File: config.mk
export PLATFORM = sky130hd
export DESIGN_NAME = call_ret_unit
export DESIGN_NICKNAME = d
export VERILOG_FILES = /design/src/rtl/call_ret_unit.sv
export SDC_FILE = /design/constraint.sdc
export NUM_CORES = 1
export LEC_CHECK = 0
export CORE_MARGIN = 2
export CORE_UTILIZATION = 39
export CTS_CLUSTER_DIAMETER = 150
export CTS_CLUSTER_SIZE = 24
export DETAILED_ROUTE_END_ITERATION = 10
export PLACE_DENSITY_LB_ADDON = 0.3
export REMOVE_ABC_BUFFERS = 1
export SLEW_MARGIN = 20
export SYNTH_ARGS = -nofsm -noshare
export SYNTH_HDL_FRONTEND = slang
export SYNTH_SLANG_ARGS = --single-unit
File: constraint.sdc
create_clock -name clk -period 1.25 [get_ports clk]
set_clock_uncertainty 0.05 [all_clocks]
set_input_delay 0.25 -clock clk [delete_from_list [all_inputs] [get_ports clk]]
set_output_delay 0.25 -clock clk [all_outputs]
set_load 0.02 [all_outputs]
File: src/rtl/call_ret_unit.sv
// CALL/RET sequencer in front of the return-address stack: pushes return addresses,
// pops them back, issues a one-cycle PC load to fetch and latches stack over/underflow.
module call_ret_unit #(
    parameter int unsigned ADDR_WIDTH = 8
) (
    input  logic                  clk,
    input  logic                  rst,
    input  logic                  call_req,
    input  logic                  ret_req,
    input  logic [ADDR_WIDTH-1:0] pc_in,
    input  logic [ADDR_WIDTH-1:0] call_target,
    output logic                  ack,
    output logic                  busy,
    output logic                  pc_load,
    output logic [ADDR_WIDTH-1:0] pc_next,
    output logic                  stk_push,
    output logic                  stk_pop,
    output logic [ADDR_WIDTH-1:0] stk_data_in,
    input  logic [ADDR_WIDTH-1:0] stk_data_out,
    input  logic                  stk_empty,
    input  logic                  stk_full,
    output logic                  fault,
    output logic [1:0]            fault_code,
    input  logic                  fault_clr
);

    typedef enum logic [2:0] {StIdle, StPush, StPop, StLoad, StFault} state_e;

    state_e                state_q, state_d;
    logic [ADDR_WIDTH-1:0] ret_addr_q, ret_addr_d;
    logic [ADDR_WIDTH-1:0] call_tgt_q, call_tgt_d;
    logic [ADDR_WIDTH-1:0] target_q, target_d;
    logic [1:0]            fault_code_q, fault_code_d;

    always_comb begin
        state_d      = state_q;
        ret_addr_d   = ret_addr_q;
        call_tgt_d   = call_tgt_q;
        target_d     = target_q;
        fault_code_d = fault_code_q;
        ack          = 1'b0;
        busy         = (state_q != StIdle);
        pc_load      = 1'b0;
        pc_next      = '0;
        stk_push     = 1'b0;
        stk_pop      = 1'b0;
        stk_data_in  = '0;
        fault        = 1'b0;
        fault_code   = 2'b00;

        unique case (state_q)
            StIdle: begin
                // CALL wins; a simultaneous RET is dropped and must be re-presented.
                if (call_req) begin
                    if (stk_full) begin
                        state_d      = StFault;
                        fault_code_d = 2'b01;
                    end else begin
                        ack        = 1'b1;
                        ret_addr_d = pc_in + ADDR_WIDTH'(1);
                        call_tgt_d = call_target;
                        state_d    = StPush;
                    end
                end else if (ret_req) begin
                    if (stk_empty) begin
                        state_d      = StFault;
                        fault_code_d = 2'b10;
                    end else begin
                        ack     = 1'b1;
                        state_d = StPop;
                    end
                end
            end
            StPush: begin
                stk_push    = 1'b1;
                stk_data_in = ret_addr_q;
                target_d    = call_tgt_q;
                state_d     = StLoad;
            end
            StPop: begin
                stk_pop  = 1'b1;
                target_d = stk_data_out;
                state_d  = StLoad;
            end
            StLoad: begin
                pc_load = 1'b1;
                pc_next = target_q;
                state_d = StIdle;
            end
            StFault: begin
                fault      = 1'b1;
                fault_code = fault_code_q;
                if (fault_clr) begin
                    state_d      = StIdle;
                    fault_code_d = 2'b00;
                end
            end
            default: state_d = StIdle;
        endcase

        // Reset silences every output in the same cycle so no strobe leaks out.
        if (rst) begin
            ack         = 1'b0;
            busy        = 1'b0;
            pc_load     = 1'b0;
            pc_next     = '0;
            stk_push    = 1'b0;
            stk_pop     = 1'b0;
            stk_data_in = '0;
            fault       = 1'b0;
            fault_code  = 2'b00;
        end
    end

    always_ff @(posedge clk) begin
        if (rst) begin
            state_q      <= StIdle;
            ret_addr_q   <= '0;
            call_tgt_q   <= '0;
            target_q     <= '0;
            fault_code_q <= 2'b00;
        end else begin
            state_q      <= state_d;
            ret_addr_q   <= ret_addr_d;
            call_tgt_q   <= call_tgt_d;
            target_q     <= target_d;
            fault_code_q <= fault_code_d;
        end
    end

endmodule

==> run metrics <==
outcome=finished with violations; failing checks=setup timing; CTS H-Tree Depth=2; clock buffer depth=2; fin area=around 0.0027 sq mm; Total GRT Usage=0.2190; top cell type's share of synthesized area=0.3993; full die area=between 0.004 and 0.005 sq mm; Max Freq=around 560 MHz; IO Port Bufs=54; die height=65.06 microns; register area=roughly 600 sq um; pwr dens=about 1100 mW/mm^2; via/cell ratio=slightly above 5; Worst Hold Class=flip-flop to flip-flop; CP Data Required Time=around 0.95 ns; Worst Max-Slew Pin Slew=approximately 0.32 ns; RSZ-0062 raised after global routing=true; antenna violations before repair=0; starting DRC count in detailed routing=a little over 60; maximum vdd drop=0.5761 mV; register bit total from synthesis=29; first-pass GRT wire length=7.038 mm; arrival time at the worst endpoint=approximately 1.5 ns; Clk Latency, worst-skew pair=0.28 ns; clk slew on worst S/H paths=approximately 0.060 ns; vias in the first global route=roughly 1,500; drt pass-1 iters=4; largest net degree at the start of global routing=15; met2 GRT Util=0.3737; row count=22; CTS tree=done; Reg2Reg Depth=9; Yosys top cell by area=dfxtp_1; dpl hpwl=~2.7 mm; DRC=0; Mean Syn Cell Area=between 8 and 9 sq um; setup violators final=51; top cells by area, synth=dfxtp_1 (40%), and2_1 (8.2%), nand2_1 (8.0%); Startpoint Class=flip-flop; Hold Fails Final Rpt=0; Die Width=~65 microns; FILL cells=276; number of I/O pins=55; Root Driver=clkbuf_8; core area=~0.0036 sq mm; final WL=~4.6 mm; sequential element share of the synthesized area=0.3993; crit-path max FO=5; layout cells sized above 1=0.4291; worst-case headroom to the max-slew limit=0.7859; GRT met3 Usage=0.05208; hold path start=target_q[0]$_SDFFE_PP0P_; Synth Warn #=0; Tcrit/Tclk final=1.438; Yosys cell types=35; # diodes=0; gpl congestion=between 0.7 and 0.8; number of CTS-inserted buffers=5; Slew Viols, Final=0; FF-to-FF End=ret_addr_q[5]$_SDFFE_PP0P_; fraction of registers with async set/reset=0; max-cap viol count=0; Area growth syn-to-layout=88.64%; Initial Util=0.4001; top_reg_cell synth=dfxtp_1; DR vias=1,626; min cycle time layout=~1.8 ns; crit path kind=flip-flop to output pin; fin nets=about 300; reg2reg setup slack=-0.51 ns; WHS=about 0.4 ns; Most Crowded Layer GR=met2; antenna viol nets, final=0; clk sinks=29; post-synthesis cell area=0.001454 sq mm; r2r startpoint=state_q[1]$_SDFFE_PP0P_; WL/cell=~14 microns; total gr overflow=0; Core Util, Final=0.7548; multi-input logic area=947.2 sq um; cells after synthesis=175; Worst Hold End=target_q[0]$_SDFFE_PP0P_; Final TNS setup=-19.41 ns; Hold Crit Depth=2; PnR worst setup slack=-0.5473 ns; met1 usage=0.2554; DP Area=0.002278 sq mm; CP endpoint kind=output pin; Post-synth EDFFs=0; LEAKAGE=around 1.1 nW
==> where the power goes <==
part	internal (mW)	leakage, nW	switching [mW]
Combinational	0.717	0.822	0.525
Sequential	1.03	0.238	0.0823
Clock	0.384	0.0450	0.351
Total	2.13	1.11	0.958
==> per-layer routing <==
| layer | vias to the layer above | routed length (microns) |
|---|---|---|
| li1 | 808 | - |
| met1 | 756 | 1848 |
| met2 | 53 | 2336 |
| met3 | 9 | 268 |
| met4 | 0 | 124 |
| met5 | - | 0 |
==> critical path: stages (launching register included) <==
cell and delay, ns:
dfxtp_2 0.34, buf_12 0.13, nor4b_4 0.29, buf_2 0.20, and2_1 0.15, buf_6 0.12
==> Yosys cell counts, types with 2 or more instances <==
| cell type | number |
|---|---|
| nand2_1 | 31 |
| dfxtp_1 | 29 |
| a21oi_1 | 22 |
| and2_1 | 19 |
| nor2_1 | 13 |
| a22oi_1 | 9 |
| a211oi_1 | 8 |
| xnor2_1 | 4 |
| buf_4 | 3 |
| clkbuf_1 | 3 |
| a211o_1 | 2 |
| buf_1 | 2 |
| buf_6 | 2 |
| nand3_1 | 2 |
| nor2b_1 | 2 |
| nor3_1 | 2 |
| nor3b_2 | 2 |
| o21ai_0 | 2 |
| xor2_1 | 2 |
==> sequential cells by signal, indices dropped and copies added, names as in the netlist <==
name	cells
call_tgt_q	8
state_q	3
target_q	8
fault_code_q	2
ret_addr_q	8
==> cell usage in the layout (no fill, tap or decap), drive strengths merged, types with 2 or more instances in the layout <==
master | synthesis | final
buf | 8 | 72
a211oi | 8 | 8
nor2 | 14 | 14
clkbuf | 3 | 6
a21oi | 22 | 22
and2 | 19 | 19
xor2 | 2 | 2
nand3 | 2 | 2
clkdlybuf4s50 | 0 | 28
clkinv | 0 | 2
xnor2 | 4 | 4
nor3 | 3 | 3
o21ai | 2 | 2
a211o | 2 | 2
dlygate4sd2 | 0 | 2
dfxtp | 29 | 29
a22oi | 9 | 9
nor3b | 2 | 2
nand2 | 31 | 31
nor2b | 2 | 2
==> repair_timing <==
item	CTS	global route
buffers inserted	11	3
endpoints found under the setup margin	52	53
resized for setup	164	30
gates cloned	4	0
hold buffers	0	0
pin swaps	16	11
==> layout make-up <==
class,instances,area share
multi-input cells,135,0.3453
clock inverters,2,0.003650
flip-flops and latches,29,0.2140
clock buffers,6,0.02646
repair buffers,103,0.3887
well taps,48,0.02190
==> worst max path at each step <==
stage | end | cells past startpoint | start | slack [ns]
floorplan | pc_next[0] | 2 | state_q[1]$_SDFFE_PP0P_ | -0.99
global placement | pc_next[3] | 5 | rst | -1.12
detailed placement | pc_next[5] | 5 | rst | -1.13
CTS | stk_data_in[4] | 5 | state_q[1]$_SDFFE_PP0P_ | -0.56
global route | stk_data_in[0] | 5 | state_q[1]$_SDFFE_PP0P_ | -0.60
finish | stk_data_in[7] | 5 | state_q[1]$_SDFFE_PP0P_ | -0.55
==> stage by stage <==
step	setup WS (ns)	total power, mW	instances
after floorplan	-0.9857	1.490	164
after global placement	-1.120	1.952	300
after detailed placement	-1.134	1.969	300
after CTS	-0.5642	2.992	323
after global routing	-0.5996	3.248	323
final	-0.5473	3.092	323
==> cell families after synthesis <==
family | Yosys count | share of synthesized area
and+or+nand+nor | 81 | 0.2995
AOI/OAI and AO/OA | 46 | 0.2014
DFF | 29 | 0.3993
buffers and inverters | 11 | 0.04733
xor gates and xnor gates | 6 | 0.03614
muxes | 1 | 0.007745
adders and majority gates | 1 | 0.008604
No activity file was read; power rests on OpenSTA's default activity.
